==> config.mk <==
export PLATFORM = sky130hd
export DESIGN_NAME = mux_rr_arbiter
export DESIGN_NICKNAME = d
export VERILOG_FILES = /design/src/rtl/mux_arb_pkg.sv /design/src/rtl/mux_w2to1.sv /design/src/rtl/mux_rr_arbiter.sv
export SDC_FILE = /design/constraint.sdc
export NUM_CORES = 1
export LEC_CHECK = 0
export CELL_PAD_IN_SITES_DETAIL_PLACEMENT = 1
export CELL_PAD_IN_SITES_GLOBAL_PLACEMENT = 1
export CORE_AREA = 2 2 58 55
export DETAILED_ROUTE_END_ITERATION = 7
export DIE_AREA = 0 0 60 57
export PLACE_DENSITY_LB_ADDON = 0.1
export SETUP_SLACK_MARGIN = 0.4
export SYNTH_ARGS = -nofsm -noshare
export SYNTH_HDL_FRONTEND = slang
export SYNTH_SLANG_ARGS = --single-unit
==> constraint.sdc <==
create_clock -name clk -period 2.14 [get_ports clk]
set_clock_uncertainty 0.2 [all_clocks]
set_input_delay 0.428 -clock clk [delete_from_list [all_inputs] [get_ports clk]]
set_output_delay 0.428 -clock clk [all_outputs]
set_load 0.05 [all_outputs]
==> src/rtl/mux_arb_pkg.sv <==
// Shared encodings for the two-requester round-robin mux arbiter.
package mux_arb_pkg;
  localparam logic [1:0] IDLE    = 2'b00;
  localparam logic [1:0] GRANT_A = 2'b01;
  localparam logic [1:0] GRANT_B = 2'b10;

  localparam logic SEL_A = 1'b0;
  localparam logic SEL_B = 1'b1;
endpackage

==> src/rtl/mux_w2to1.sv <==
// Purely combinational 2:1 mux; S=0 passes A, S=1 passes B.
module mux_w2to1 #(
  parameter int WIDTH = 8
) (
  input  logic [WIDTH-1:0] A,
  input  logic [WIDTH-1:0] B,
  input  logic             S,
  output logic [WIDTH-1:0] Y
);
  assign Y = S ? B : A;
endmodule

==> src/rtl/mux_rr_arbiter.sv <==
// Packet-based round-robin arbiter sharing one ready/valid sink between two
// requesters; a grant lasts until the owner's last beat or MAX_BEATS beats.
module mux_rr_arbiter
  import mux_arb_pkg::*;
#(
  parameter int WIDTH     = 8,
  parameter int MAX_BEATS = 16
) (
  input  logic             clk,
  input  logic             rst,
  input  logic             req_a,
  input  logic [WIDTH-1:0] data_a,
  input  logic             last_a,
  output logic             ack_a,
  input  logic             req_b,
  input  logic [WIDTH-1:0] data_b,
  input  logic             last_b,
  output logic             ack_b,
  output logic             out_valid,
  output logic [WIDTH-1:0] out_data,
  output logic             out_last,
  input  logic             out_ready,
  output logic             sel,
  output logic             busy
);
  localparam int CW = $clog2(MAX_BEATS + 1);
  localparam logic [CW-1:0] LAST_CNT = CW'(MAX_BEATS - 1);

  logic [1:0]    r_state, w_state_nxt;
  logic          r_prio, w_prio_nxt;
  logic          r_sel, w_sel_nxt;
  logic [CW-1:0] r_cnt, w_cnt_nxt;

  logic w_grant_a, w_grant_b, w_accept, w_release;

  mux_w2to1 #(.WIDTH(WIDTH)) u_mux_data (
    .A(data_a), .B(data_b), .S(r_sel), .Y(out_data)
  );

  mux_w2to1 #(.WIDTH(1)) u_mux_last (
    .A(last_a), .B(last_b), .S(r_sel), .Y(out_last)
  );

  assign w_grant_a = (r_state == GRANT_A);
  assign w_grant_b = (r_state == GRANT_B);
  assign out_valid = (w_grant_a & req_a) | (w_grant_b & req_b);
  assign ack_a     = w_grant_a & req_a & out_ready;
  assign ack_b     = w_grant_b & req_b & out_ready;
  assign busy      = (r_state != IDLE);
  assign sel       = r_sel;

  // sel always matches the grant, so out_last is the owner's last flag
  assign w_accept  = ack_a | ack_b;
  assign w_release = w_accept & (out_last | (r_cnt == LAST_CNT));

  always_comb begin
    w_state_nxt = r_state;
    w_prio_nxt  = r_prio;
    w_sel_nxt   = r_sel;
    w_cnt_nxt   = r_cnt;
    case (r_state)
      IDLE: begin
        if (req_a && (!req_b || r_prio == SEL_A)) begin
          w_state_nxt = GRANT_A;
          w_sel_nxt   = SEL_A;
        end else if (req_b) begin
          w_state_nxt = GRANT_B;
          w_sel_nxt   = SEL_B;
        end
      end
      GRANT_A: begin
        if (w_release) begin
          w_cnt_nxt  = '0;
          w_prio_nxt = SEL_B;
          if (req_b) begin
            w_state_nxt = GRANT_B;
            w_sel_nxt   = SEL_B;
          end else begin
            w_state_nxt = IDLE;
          end
        end else if (w_accept) begin
          w_cnt_nxt = r_cnt + 1'b1;
        end
      end
      GRANT_B: begin
        if (w_release) begin
          w_cnt_nxt  = '0;
          w_prio_nxt = SEL_A;
          if (req_a) begin
            w_state_nxt = GRANT_A;
            w_sel_nxt   = SEL_A;
          end else begin
            w_state_nxt = IDLE;
          end
        end else if (w_accept) begin
          w_cnt_nxt = r_cnt + 1'b1;
        end
      end
      default: begin
        w_state_nxt = IDLE;
        w_cnt_nxt   = '0;
      end
    endcase
  end

  always_ff @(posedge clk or posedge rst) begin
    if (rst) begin
      r_state <= IDLE;
      r_prio  <= SEL_A;
      r_sel   <= SEL_A;
      r_cnt   <= '0;
    end else begin
      r_state <= w_state_nxt;
      r_prio  <= w_prio_nxt;
      r_sel   <= w_sel_nxt;
      r_cnt   <= w_cnt_nxt;
    end
  end
endmodule

==> run_results.csv <==
group,metric,value,unit
power_and_ir_drop,p_int,1330,uW
route,post_drt_wl_per_cell,16.2,um
synthesis,ys_warn_count,0,
sta,slew_headroom,0.743,
critical_path,critPathLaunch,"sel",
hold_path,hold_class,"in2async",
sta,max_freq,0.491,GHz
final_layout,instances_no_fill,191,
route,drt_iter0_markers,18,
clocking,clockBufferDepth,2,
sta,fin_crit_sh,0.952,
power_and_ir_drop,powerDensity,1360,nW/um^2
grt,antenna_found_initial,0,
die,initial_core_util,0.272,
route,drtPass1Iterations,4,
sta,grt_setup_unrepaired,"true",
final_layout,num_antenna_cells,0,
clocking,cts_tree,"yes",
status,status,"complete, no violations",
sta,drv_slew,0,
sta,tightest_slew,0.385,ns
final_layout,fillers,311,
synthesis,avgSynthCellArea,9.67,sq um
sta,setup_viol,0,
power_and_ir_drop,p_sw,1070,uW
clocking,numCtsBuffers,3,
route,finalWirelength,3.10,mm
grt,grt_max_degree,10,
critical_path,cp_max_fo,6,
power_and_ir_drop,seqPwrFrac,0.126,
die,num_rows,19,
die,core_region_area,2880,sq um
place,dpl.hpwl,1.90,mm
critical_path,worstPathArrival,2.04,ns
power_and_ir_drop,peakVddDrop,696,uV
synthesis,ys_types,33,
grt,grt_pass1_vias,1040,
synthesis,synth_cells,81,
power_and_ir_drop,leakage,0.000785,uW
grt,grt_first_pass_wirelength,4.76,mm
final_layout,synthToLayoutAreaGrowth,125,%
route,postRouteAntennaNets,0,
sta,fin_setup_tns,0,ns
synthesis,syn_nets,110,
critical_path,cp-end-kind,"flip-flop",
route,avgViaCountPerCell,4.91,
critical_path,crit_type,"reg2reg",
die,die_y,57,um
synthesis,synth-seq-cells,9,
final_layout,drive_gt1_frac,0.564,
die,die_w,60,um
synthesis,synth-seq-area-share,0.288,
place,port_buffers,36,
power_and_ir_drop,swShare,0.446,
synthesis,async_flop_share,1.00,
final_layout,fin_nets,179,
critical_path,cp_data_required_time,2.14,ns
place,placed_cells,161,
synthesis,syn-cell-area,783,sq um
critical_path,start_kind,"flip-flop",
clocking,cts_hold_buf,0,
clocking,cts.clk_slew.worst_paths,0.07,ns
route,vias,937,
critical_path,reg2reg_from,"sel",
clocking,ctsRootBufferMaster,"clkbuf_4",
place,globalplace.congestion,0.790,
grt,grtUsageTotal,0.186,
power_and_ir_drop,clkPwrFrac,0.057,
synthesis,synthFlopType,"dfrtp_1",
die,fp.dieArea,3420,sq um
die,io_pins,37,
flow_run,drv_cap,0,
clocking,clock_sinks,9,
route,drc_errors,0,
sta,period_needed,2.04,ns
synthesis,synth-edff-count,0,
power_and_ir_drop,p_comb_frac,0.817,
grt,grt_remaining_overflow,0,
clocking,cts_max_level,1,
clocking,insertion_delay,0.26,ns
sta,hold_violations,0,
power groups by stage:
stage               clock network (uW)  registers [uW]  logic [uW]
global placement                     0             314        1310
detailed placement                   0             319        1320
global route                       149             311        2050
CTS                                136             294        1720
finish                             136             303        1960
floorplan                            0             306         793
cells in the final DEF (no fill, tap or decap), types with 3 or more instances in the layout:
| cell type | count |
|---|---|
| buf_4 | 22 |
| and3_4 | 3 |
| dlygate4sd2_1 | 8 |
| mux2_4 | 9 |
| buf_12 | 14 |
| nor2_1 | 3 |
| clkdlybuf4s50_1 | 14 |
| clkbuf_4 | 3 |
| ha_4 | 4 |
| inv_1 | 5 |
| dfrtp_1 | 7 |
| nand2_1 | 6 |
| buf_6 | 8 |
metal layers:
layer	routed length [um]	GRT usage	vias up
li1	-	-	429
met1	1280	0.215	460
met2	1560	0.314	44
met3	215	0.0590	4
met4	44	0.0730	0
met5	0	0	-
state kept, by name, summed over array words and instances (netlist names):
name	flops
r_cnt	5
r_state	2
r_prio	1
sel	1
cell families (layout without fill, tap and decap cells):
family,count (synthesis),count (layout),share of synthesized area
mux,11,11,0.166
flops,9,9,0.288
compound gates,16,16,0.171
fa+ha+maj,6,6,0.0958
simple gates,28,28,0.214
buf+inv,11,79,0.0655
per-stage QoR:
step                setup WS (ns)  utilization  area [sq um]  hold slack [ns]  total power [uW]
finish                      0.103        0.613          1760            0.253              2400
global route               0.0362        0.613          1760            0.274              2510
CTS                         0.166        0.572          1650            0.255              2150
detailed placement         0.0232        0.468          1350            0.301              1640
global placement           0.0625        0.468          1350            0.294              1620
floorplan                   0.109            -           790           0.0559              1100
cells in the mapped netlist (all sizes together) (2+ instances only):
cell type  number  area (sq um)
a22oi           2          20.0
o211ai          2          28.8
nand2           7          26.3
nor2            4          15.0
mux2           10           120
nand2b          2          12.5
ha              6          75.1
a21oi           4          20.0
nand3           3          15.0
nand4b          2          17.5
inv             8          30.0
dfrtp           9           225
clkbuf          2          10.0
and3            4          25.0
layout make-up:
type                       instances  area, sq um  share of cell area
tap                               42         52.6              0.0298
inverter                           8         35.0              0.0199
clock buffer                       4         26.3              0.0149
timing repair buffer              67          761               0.431
multi-input combinational         61          662               0.375
sequential                         9          228               0.129
what timing repair did:
action,in CTS,in global routing
buffers inserted,18,8
pin swaps,13,7
resized for setup,42,13
setup endpoints to repair,22,23
hold endpoints to repair,0,0
worst max-delay path: stages, from the launching register on:
cell	delay, ns
dfrtp_2	0.41
buf_6	0.13
mux2_4	0.34
buf_12	0.14
nor4b_4	0.34
buf_4	0.18
nand4b_1	0.12
nand3_1	0.11
worst paths after layout:
path	endpoint	slack, ns	depth (start not counted)
setup / recovery	r_cnt[2]	0.10	7
hold / removal	r_cnt[4]	0.25	2
setup reg to reg	r_cnt[2]	0.10	7
hold reg to reg	r_cnt[4]	0.35	2
max in group asynchronous	r_state[1]	1.19	2
min in group clk	r_cnt[4]	0.35	2
Power figures use the tool's default switching activity.
